**src/rtl/ext_mem_arbiter_pkg.sv**
```systemverilog
// -----------------------------------------------------------------------------
// ext_mem_arbiter_pkg
//   Shared types and constants for the external memory access arbiter:
//   arbiter FSM states, request operation kind, memory read/write mode codes
//   and the statistics counter width. Also provides a saturating increment
//   used by the optional statistics counters.
// -----------------------------------------------------------------------------
package ext_mem_arbiter_pkg;

  // Memory port access-width modes (shared with the memory block).
  typedef enum logic [2:0] {
    ReadWriteMode_NONE     = 3'd0,
    ReadWriteMode_BYTE     = 3'd1,
    ReadWriteMode_HALFWORD = 3'd2,
    ReadWriteMode_WORD     = 3'd3
  } ReadWriteModes;

  typedef enum logic [2:0] {
    IDLE,
    FREEZE,
    ACCESS,
    ACK,
    WAIT_DROP,
    RESUME
  } ext_arb_state_t;

  typedef enum logic {
    OP_READ,
    OP_WRITE
  } ext_arb_op_t;

  localparam int STAT_W = 16;

  // Width of the dwell-time down-counter; comfortably covers the
  // settle / latency / hold parameters.
  localparam int CNT_W = 8;

  function automatic logic [STAT_W-1:0] sat_inc(input logic [STAT_W-1:0] v);
    return (v == '1) ? v : v + 1'b1;
  endfunction

endpackage

```
**src/rtl/ext_mem_arbiter_delay_counter.sv**
```systemverilog
// -----------------------------------------------------------------------------
// arb_delay_counter
//   Loadable down-counter with a zero flag, used to time how long the arbiter
//   dwells in a state. A load takes priority; otherwise the count decrements
//   and parks at zero.
// Ports
//   clk        in   system clock
//   rst        in   asynchronous, active-low reset (count cleared)
//   load_i     in   load load_val_i on this edge
//   load_val_i in   value to load (dwell cycles minus one)
//   zero_o     out  count is zero (final cycle of the dwell)
// -----------------------------------------------------------------------------
module arb_delay_counter
  import ext_mem_arbiter_pkg::*;
(
  input  logic             clk,
  input  logic             rst,
  input  logic             load_i,
  input  logic [CNT_W-1:0] load_val_i,
  output logic             zero_o
);

  logic [CNT_W-1:0] cnt_q;
  logic [CNT_W-1:0] cnt_d;

  always_comb begin
    // NOTE: default assignment first so every path drives cnt_d (no latch).
    cnt_d = cnt_q;
    if (load_i) begin
      cnt_d = load_val_i;
    end else if (cnt_q != '0) begin
      cnt_d = cnt_q - 1'b1;
    end
  end

  // NOTE: sequential state uses non-blocking assignments only.
  always_ff @(posedge clk or negedge rst) begin
    if (!rst) begin
      cnt_q <= '0;
    end else begin
      cnt_q <= cnt_d;
    end
  end

  assign zero_o = (cnt_q == '0);

endmodule

```
**src/rtl/ext_mem_arbiter.sv**
```systemverilog
// -----------------------------------------------------------------------------
// ext_mem_arbiter
//   Sequences a serial-command access to the processor's shared memory port:
//   freezes the processor clock enable, lets the pipeline settle, drives the
//   memory external-control lines for one WORD read or write, returns a
//   one-cycle ack (with read data), waits for the request to drop and then
//   resumes the processor after a one-cycle guard.
//
//   Optional build macro: EXT_MEM_ARB_STATS_EN adds saturating completed
//   read/write counters (stat_rd_count, stat_wr_count).
//
// Parameters
//   SETTLE_CYCLES  cycles frozen before memory is driven (>=1)
//   READ_LATENCY   cycles memory is driven for a read; data sampled on last (>=1)
//   WRITE_HOLD     cycles memory is driven for a write (>=1)
// Ports
//   clk, rst                  clock, asynchronous active-low reset
//   req_write / req_read      level requests (write wins if both)
//   req_addr / req_wdata      request address / write data, latched on accept
//   req_ack                   one-cycle completion pulse
//   req_rdata                 last read word, held until next read completes
//   busy                      high whenever the arbiter is not idle
//   proc_clk_en               processor clock enable (1 = run)
//   mem_ext_ctrl              memory external-control select
//   mem_addr / mem_wdata      memory address / write data
//   mem_read_mode / mem_write_mode  WORD while accessing, otherwise NONE
//   mem_rdata                 memory read data
//   stat_rd_count / stat_wr_count   (EXT_MEM_ARB_STATS_EN only)
// -----------------------------------------------------------------------------
module ext_mem_arbiter
  import ext_mem_arbiter_pkg::*;
#(
  parameter int SETTLE_CYCLES = 2,
  parameter int READ_LATENCY  = 2,
  parameter int WRITE_HOLD    = 1
) (
  input  logic              clk,
  input  logic              rst,
  input  logic              req_write,
  input  logic              req_read,
  input  logic [31:0]       req_addr,
  input  logic [31:0]       req_wdata,
  output logic              req_ack,
  output logic [31:0]       req_rdata,
  output logic              busy,
  output logic              proc_clk_en,
  output logic              mem_ext_ctrl,
  output logic [31:0]       mem_addr,
  output logic [31:0]       mem_wdata,
  output logic [2:0]        mem_read_mode,
  output logic [2:0]        mem_write_mode,
  input  logic [31:0]       mem_rdata
`ifdef EXT_MEM_ARB_STATS_EN
  ,
  output logic [STAT_W-1:0] stat_rd_count,
  output logic [STAT_W-1:0] stat_wr_count
`endif
);

  // Counter load values are dwell length minus one: the zero flag marks the
  // final cycle of the dwell, on whose closing edge the FSM moves on.
  localparam logic [CNT_W-1:0] SETTLE_LOAD = CNT_W'(SETTLE_CYCLES - 1);
  localparam logic [CNT_W-1:0] READ_LOAD   = CNT_W'(READ_LATENCY - 1);
  localparam logic [CNT_W-1:0] WRITE_LOAD  = CNT_W'(WRITE_HOLD - 1);

  ext_arb_state_t state_q;
  ext_arb_op_t    op_q;
  logic [31:0]    addr_q;
  logic [31:0]    wdata_q;

  logic           req_ack_q;
  logic [31:0]    req_rdata_q;
  logic           busy_q;
  logic           proc_clk_en_q;
  logic           mem_ext_ctrl_q;
  logic [31:0]    mem_addr_q;
  logic [31:0]    mem_wdata_q;
  ReadWriteModes  mem_read_mode_q;
  ReadWriteModes  mem_write_mode_q;

  logic             req_any;
  logic             cnt_load;
  logic [CNT_W-1:0] cnt_load_val;
  logic             cnt_zero;

  assign req_any = req_write | req_read;

  // Reload the dwell counter on entry to FREEZE (from IDLE) and on entry to
  // ACCESS (from FREEZE); other states do not use it.
  always_comb begin
    cnt_load     = 1'b0;
    cnt_load_val = SETTLE_LOAD;
    if (state_q == IDLE && req_any) begin
      cnt_load     = 1'b1;
      cnt_load_val = SETTLE_LOAD;
    end else if (state_q == FREEZE && cnt_zero) begin
      cnt_load     = 1'b1;
      cnt_load_val = (op_q == OP_WRITE) ? WRITE_LOAD : READ_LOAD;
    end
  end

  arb_delay_counter u_dwell (
    .clk        (clk),
    .rst        (rst),
    .load_i     (cnt_load),
    .load_val_i (cnt_load_val),
    .zero_o     (cnt_zero)
  );

  // All outputs are registered and updated on the edge that changes state,
  // so nothing on req_* reaches an output combinationally.
  always_ff @(posedge clk or negedge rst) begin
    if (!rst) begin
      state_q          <= IDLE;
      op_q             <= OP_READ;
      // NOTE: the request latches are reset as well so a reset mid-access
      // leaves no stale address or data on the memory lines.
      addr_q           <= '0;
      wdata_q          <= '0;
      req_ack_q        <= 1'b0;
      req_rdata_q      <= '0;
      busy_q           <= 1'b0;
      proc_clk_en_q    <= 1'b1;
      mem_ext_ctrl_q   <= 1'b0;
      mem_addr_q       <= '0;
      mem_wdata_q      <= '0;
      mem_read_mode_q  <= ReadWriteMode_NONE;
      mem_write_mode_q <= ReadWriteMode_NONE;
    end else begin
      req_ack_q <= 1'b0;
      case (state_q)
        IDLE: begin
          if (req_any) begin
            // Write wins when both requests arrive together.
            op_q          <= req_write ? OP_WRITE : OP_READ;
            addr_q        <= req_addr;
            wdata_q       <= req_wdata;
            proc_clk_en_q <= 1'b0;
            busy_q        <= 1'b1;
            state_q       <= FREEZE;
          end
        end

        FREEZE: begin
          if (cnt_zero) begin
            mem_ext_ctrl_q <= 1'b1;
            mem_addr_q     <= addr_q;
            mem_wdata_q    <= wdata_q;
            if (op_q == OP_WRITE) begin
              mem_write_mode_q <= ReadWriteMode_WORD;
            end else begin
              mem_read_mode_q  <= ReadWriteMode_WORD;
            end
            state_q <= ACCESS;
          end
        end

        ACCESS: begin
          if (cnt_zero) begin
            // Last driven cycle: capture read data as the lines are released.
            if (op_q == OP_READ) begin
              req_rdata_q <= mem_rdata;
            end
            mem_ext_ctrl_q   <= 1'b0;
            mem_read_mode_q  <= ReadWriteMode_NONE;
            mem_write_mode_q <= ReadWriteMode_NONE;
            state_q          <= ACK;
          end
        end

        ACK: begin
          req_ack_q <= 1'b1;
          state_q   <= WAIT_DROP;
        end

        WAIT_DROP: begin
          // A request still held from the completed access must not retrigger.
          if (!req_any) begin
            proc_clk_en_q <= 1'b1;
            state_q       <= RESUME;
          end
        end

        RESUME: begin
          busy_q  <= 1'b0;
          state_q <= IDLE;
        end

        default: begin
          state_q <= IDLE;
        end
      endcase
    end
  end

  assign req_ack        = req_ack_q;
  assign req_rdata      = req_rdata_q;
  assign busy           = busy_q;
  assign proc_clk_en    = proc_clk_en_q;
  assign mem_ext_ctrl   = mem_ext_ctrl_q;
  assign mem_addr       = mem_addr_q;
  assign mem_wdata      = mem_wdata_q;
  assign mem_read_mode  = mem_read_mode_q;
  assign mem_write_mode = mem_write_mode_q;

`ifdef EXT_MEM_ARB_STATS_EN
  logic [STAT_W-1:0] stat_rd_q;
  logic [STAT_W-1:0] stat_wr_q;

  // Counted in the ACK state, so an access aborted by reset is never counted.
  always_ff @(posedge clk or negedge rst) begin
    if (!rst) begin
      stat_rd_q <= '0;
      stat_wr_q <= '0;
    end else if (state_q == ACK) begin
      if (op_q == OP_READ) begin
        stat_rd_q <= sat_inc(stat_rd_q);
      end else begin
        stat_wr_q <= sat_inc(stat_wr_q);
      end
    end
  end

  assign stat_rd_count = stat_rd_q;
  assign stat_wr_count = stat_wr_q;
`endif

endmodule

```
**config.mk**
```make
export PLATFORM = sky130hd
export DESIGN_NAME = ext_mem_arbiter
export DESIGN_NICKNAME = d
export VERILOG_FILES = /design/src/rtl/ext_mem_arbiter_pkg.sv /design/src/rtl/ext_mem_arbiter_delay_counter.sv /design/src/rtl/ext_mem_arbiter.sv
export SDC_FILE = /design/constraint.sdc
export NUM_CORES = 1
export LEC_CHECK = 0
export ABC_CLOCK_PERIOD_IN_PS = 3400
export CAP_MARGIN = 5
export CORE_ASPECT_RATIO = 1.4
export CORE_UTILIZATION = 25
export DETAILED_ROUTE_END_ITERATION = 16
export GPL_TIMING_DRIVEN = 0
export PLACE_DENSITY = 0.46
export RECOVER_POWER = 100
export SLEW_MARGIN = 30
export SYNTH_ARGS = -nofsm -noshare
export SYNTH_HDL_FRONTEND = slang
export SYNTH_SLANG_ARGS = --single-unit
```
**constraint.sdc**
```tcl
create_clock -name clk -period 3.4 [get_ports clk]
set_clock_uncertainty 0.2 [all_clocks]
set_input_delay 1.02 -clock clk [delete_from_list [all_inputs] [get_ports clk]]
set_output_delay 1.02 -clock clk [all_outputs]
set_load 0.01 [all_outputs]
```
# Word level (Yosys, flattened, before mapping)
# Index checks and enable logic that the tools add are counted.
[classes]
add_sub_neg = 1
n_eq_ne = 11
n_mux = 29
n_bitwise = 2
reduce_logical = 18
[op_table]
columns = ["cell", "count"]
rows = [
  ["3-bit two-way mux", 9],
  ["8-bit two-way mux", 3],
  ["3-bit one-hot mux with 5 select lines", 1],
  ["2-bit != test (second input constant)", 6],
  ["3-bit one-hot mux with 2 select lines", 2],
  ["4-bit AND reduction", 3],
  ["1-bit two-way mux", 11],
  ["3-bit AND reduction", 3],
  ["8-bit logical NOT", 1],
  ["2-bit nonzero test", 4],
  ["8-bit nonzero test", 1],
  ["8-bit by 1-bit subtractor with 8-bit output (second input constant)", 1],
  ["3-bit by 2-bit equality test with 1-bit output (second input constant)", 2],
  ["3-bit equality test (second input constant)", 2],
  ["1-bit one-hot mux with 2 select lines", 3],
  ["2-bit AND reduction", 3],
  ["3-bit by 1-bit equality test with 1-bit output (second input constant)", 1],
  ["3-bit logical NOT", 1],
  ["1-bit logical AND", 2],
  ["1-bit NOT", 1],
  ["1-bit OR", 1],
]
[totals]
ff_bits = 182
output_inout_bits = 106

# Depth between registers and ports, before layout
[logic_depth]
ltp_word = 5
ltp_mapped = 8

# Hierarchy
# From an unflattened synthesis, not the netlist that was laid out.
[hier_totals]
cells_unflattened = 445
area_unflattened_um2 = 6995.5
[by_module_without_submodules]
columns = ["mod", "instances", "cells_each", "area_per_inst_um2", "seq_area_each_um2"]
rows = [
  ["ext_mem_arbiter", 1, 391, 6518.8, 4255.3],
  ["arb_delay_counter", 1, 54, 476.7, 200.2],
]

# Worst setup path before layout
# Ideal clock, no wire load.
[synth_path]
path_kind = "reg-to-reg"
start = "reg u_dwell.cnt_q[0]"
end = "reg mem_addr_q[0], in the netlist mem_addr[0]"
setup_ns = 0.125
arrival_ns = 2.199
required_ns = 3.075
path_slack_ns = 0.876
stages_incl_launch_ff = 9
n_path_buf = 3
period_less_slack_ns = 2.524
cell_sequence = "dfrtp_1 > inv_1 > ha_1 > or3b_2 > clkbuf_1 > or3_4 > buf_12 > buf_12 > mux2_4"
[synth_between]
elab_chain_cells = 2
[synth_rtl]
columns = ["item", "line", "source"]
rows = [
  ["from (decl)", "ext_mem_arbiter_delay_counter.sv:23", "logic [CNT_W-1:0] cnt_q;"],
  ["from (signal assigned)", "ext_mem_arbiter_delay_counter.sv:41", "cnt_q <= cnt_d;"],
  ["8-bit logical NOT", "ext_mem_arbiter_delay_counter.sv:45", "assign zero_o = (cnt_q == '0);"],
  ["2-bit AND reduction (no source line)", "n/a", ""],
  ["to (signal assigned)", "ext_mem_arbiter.sv:147", "mem_addr_q <= addr_q;"],
  ["to (decl)", "ext_mem_arbiter.sv:76", "logic [31:0] mem_addr_q;"],
]
# No other way between the ends.
# A chain may end at the register's enable or synchronous reset.

# Final worst setup path
[layout_path]
start = "in req_write"
end = "reg addr_q[30]"
[layout_between]
elab_chain_cells = 2
[layout_rtl]
columns = ["item", "line", "source"]
rows = [
  ["from (decl)", "ext_mem_arbiter.sv:39", "input logic req_write,"],
  ["1-bit OR", "ext_mem_arbiter.sv:86", "assign req_any = req_write | req_read;"],
  ["2-bit AND reduction (no source line)", "n/a", ""],
  ["to (signal assigned)", "ext_mem_arbiter.sv:136", "addr_q <= req_addr;"],
  ["to (decl)", "ext_mem_arbiter.sv:68", "logic [31:0] addr_q;"],
]
# No other way between the ends.

==> impl_results.md <==
- Slew @ Worst Pin: 1200 ps
- CTS tree: yes
- Peak VDD IR: 0.000288 V
- Hold path endpoint: mem_wdata[10]
- Avg WL per Cell: 16.3 um
- # DRC: 0
- Met1 Routed Length: 7000 um
- Synth cell types: 45
- Initial Util: 25.5%
- Wirelength, routed: 17300 um
- Max Cap Viol: 0
- Tot Pwr: 9.09 mW
- Cell Pwr Density: 901 nW/um2
- Hold crit path type: reg2reg
- Largest net degree at the start of global routing: 84
- Initial antenna violation count: 0
- Clk sink count: 178
- Final Max Tran Viols: 0
- Die Wd: 146 um
- Core Region: 28500 um2
- RSZ-0062 raised after global routing: false
- Fin. Hold Viols: 0
- Seq cells post-synth: 178
- F_max: 0.315 GHz
- Metal3 WL: 1280 um
- Syn Area/Cell: 16.3 um2
- Reg-to-reg startpoint: u_dwell.cnt_q[0]
- CTS Root Cell: clkbuf_16
- CP Data Required Time: 3510 ps
- Global-route wire length before repair: 28400 um
- I/O pins: 206
- Final net count: 774
- Worst Path Buf+Inv: 2
- Main area contributors after synthesis: dfrtp_1 (61%), mux2_2 (15%), mux2_4 (12%), buf_12 (1.9%), nor2b_1 (0.52%)
- Fill cell count: 2823
- Area grow syn2layout: 38.6%
- R2R cell count: 8
- Layout cell share with drive strength beyond 1: 24.7%
- Die area: 29800 um2
- FP Rows: 73
- H-Tree Depth: 4
- Post-synth EDFFs: 0
- Status: finished clean
- Metal2 WL: 8730 um
- Global Route Usage Sum: 12.4%
- Synth async-reset ratio: 100%
- Syn Inst Count: 447
- Buffers on Ports: 203
- # diodes: 0
- Critical Path End Type: flop
- Top Metal Used: met4
- Hpwl dp: 12400 um
- Most used DFF post-synth: dfrtp_1
- Max FO, Critical Path: 10
- Sequential share of the synthesized area: 61.2%
- Max Buffers Root-to-Sink: 2
- Via count: 4440
- Routed vias/inst: 4.19
- Synth cell count leaders: dfrtp_1 (177), mux2_2 (100), mux2_4 (60)
- 1st-pass router iterations: 4
- Clock-pin transition on the worst setup and hold timing paths: 60 ps
- GP Congestion: 0.746
- Crit path max-delay family: buffers and inverters
- PostCTS Resize Cnt: 0
- Setup TNS: 0 ps
- Leakage power: 4.27 nW
- Number of nets with antenna violations after routing: 0
- Max_slew headroom: 20.2%
- Warnings from Yosys: 0
- Critical path cell sequence: clkdlybuf4s50_1 > nor2_1 > nor2_1 > clkbuf_1 > mux2_2
- CP max-delay cell: nor2_1
- CP max stage delay: 710 ps
- Crit path kind: in2reg
- Crit path top cell by count: nor2_1
- Post-CTS Setup Repair Bufs: 0
- Post-synth top area share: 60.9%
- Critical hold path startpoint: wdata_q[10]
- Worst skew pair latency: 430 ps
- Cts bufs inserted: 17
- Cell Area, Synth: 7270 um2
- Largest area contributor in the netlist: dfrtp_1
- RR Endpoint: mem_addr[27]
- DR iter-0 viols: 127
- Reg2reg setup slack: 360 ps
- Top-count cell post-synth: dfrtp_1
- Vias in the first global route: 5030
- Hold path depth: 1
- GRT overflow: 0
- CP arrival: 3280 ps
- Tcrit/Tclk final: 93.4%
- CP startpoint kind: primary input
- Hold buffers post-CTS: 0
- Die Ht: 204 um
- Post-route minimum period: 3170 ps
- Final setup viols: 0
[metrics by stage]
step | cells | utilization (%) | area, um2 | setup slack [ps] | hold slack, ps
floorplan | 448 | - | 7280 | 876 | 277
global placement | 1026 | 34.3 | 9780 | -6310 | 265
detailed placement | 1028 | 34.5 | 9840 | -319 | 274
CTS | 1060 | 36.6 | 10400 | 152 | 175
global route | 1060 | 35.4 | 10100 | 48.2 | 304
finish | 1060 | 35.4 | 10100 | 226 | 275
[sequential cells by signal, summed over array words and instances (netlist names)]
| register | count |
|---|---|
| mem_read_mode | 1 |
| wdata_q | 32 |
| mem_wdata | 32 |
| op_q | 1 |
| mem_write_mode | 1 |
| req_ack | 1 |
| addr_q | 32 |
| mem_ext_ctrl | 1 |
| u_dwell.cnt_q | 8 |
| busy | 1 |
| state_q | 3 |
| req_rdata | 32 |
| mem_addr | 32 |
| proc_clk_en | 1 |
[cells in the final DEF, fill, tap and decap left out, types with 3 or more instances in the layout]
cell	n
buf_4	4
o21ai_0	5
nor4b_1	3
nor2_1	4
nand2b_1	4
clkbuf_1	14
or3_1	3
clkdlybuf4s50_1	98
clkbuf_2	10
nor3_1	4
a211oi_1	4
inv_1	4
dfrtp_1	177
nor2b_1	6
a21oi_1	6
nand2_1	3
nand3_1	3
nor4_1	3
clkbuf_16	17
buf_2	3
a21o_1	4
mux2_4	12
mux2_2	100
dlygate4sd3_1	104
mux2_1	48
[where the power goes]
group          switching (mW)  leakage, nW  internal, mW
sequential              0.509         2.11          3.11
combinational            1.50         1.89          2.01
clock                   0.831        0.275          1.12
total                    2.84         4.27          6.25
[cells by family (layout without fill, tap and decap cells)]
logic type	after synthesis	in the layout	share of synthesized area, %
and+or+nand+nor	44	44	3.96
AOI/OAI and AO/OA	30	30	2.73
DFF	178	178	61.2
adders and majority gates	2	2	0.344
muxes	160	160	27.9
xor gates and xnor gates	1	1	0.120
buffers and inverters	31	268	3.68
other	1	2	0.0516
[worst max path at each step]
| stage | startpoint | to | slack, ps | depth (start not counted) |
|---|---|---|---|---|
| 2_1_floorplan | u_dwell.cnt_q[0] | mem_addr[0] | 880 | 8 |
| 6_report | req_write | addr_q[30] | 230 | 5 |
| 4_1_cts | req_read | addr_q[30] | 150 | 5 |
| 3_5_place_dp | req_read | addr_q[30] | -320 | 5 |
| 3_3_place_gp | rst | req_rdata[22] | -6310 | 1 |
| 5_1_grt | req_read | addr_q[30] | 50 | 5 |
[cell type report]
| cell class | instances | area [um2] | share of cell area (%) |
|---|---|---|---|
| sequential | 178 | 4460 | 44.2 |
| multi-input combinational | 239 | 2380 | 23.6 |
| buffer | 27 | 148 | 1.46 |
| clock inverter | 8 | 103 | 1.02 |
| timing repair buffer | 205 | 2040 | 20.2 |
| inverter | 4 | 15.0 | 0.149 |
| tap | 375 | 469 | 4.65 |
| clock buffer | 24 | 472 | 4.68 |
[routing by layer]
layer | vias up | global-route usage [%]
met2 | 158 | 20.3
met1 | 2224 | 14.7
met4 | 0 | 4.65
met3 | 18 | 4.84
met5 | - | 0
li1 | 2040 | -
Power figures use the tool's default switching activity.
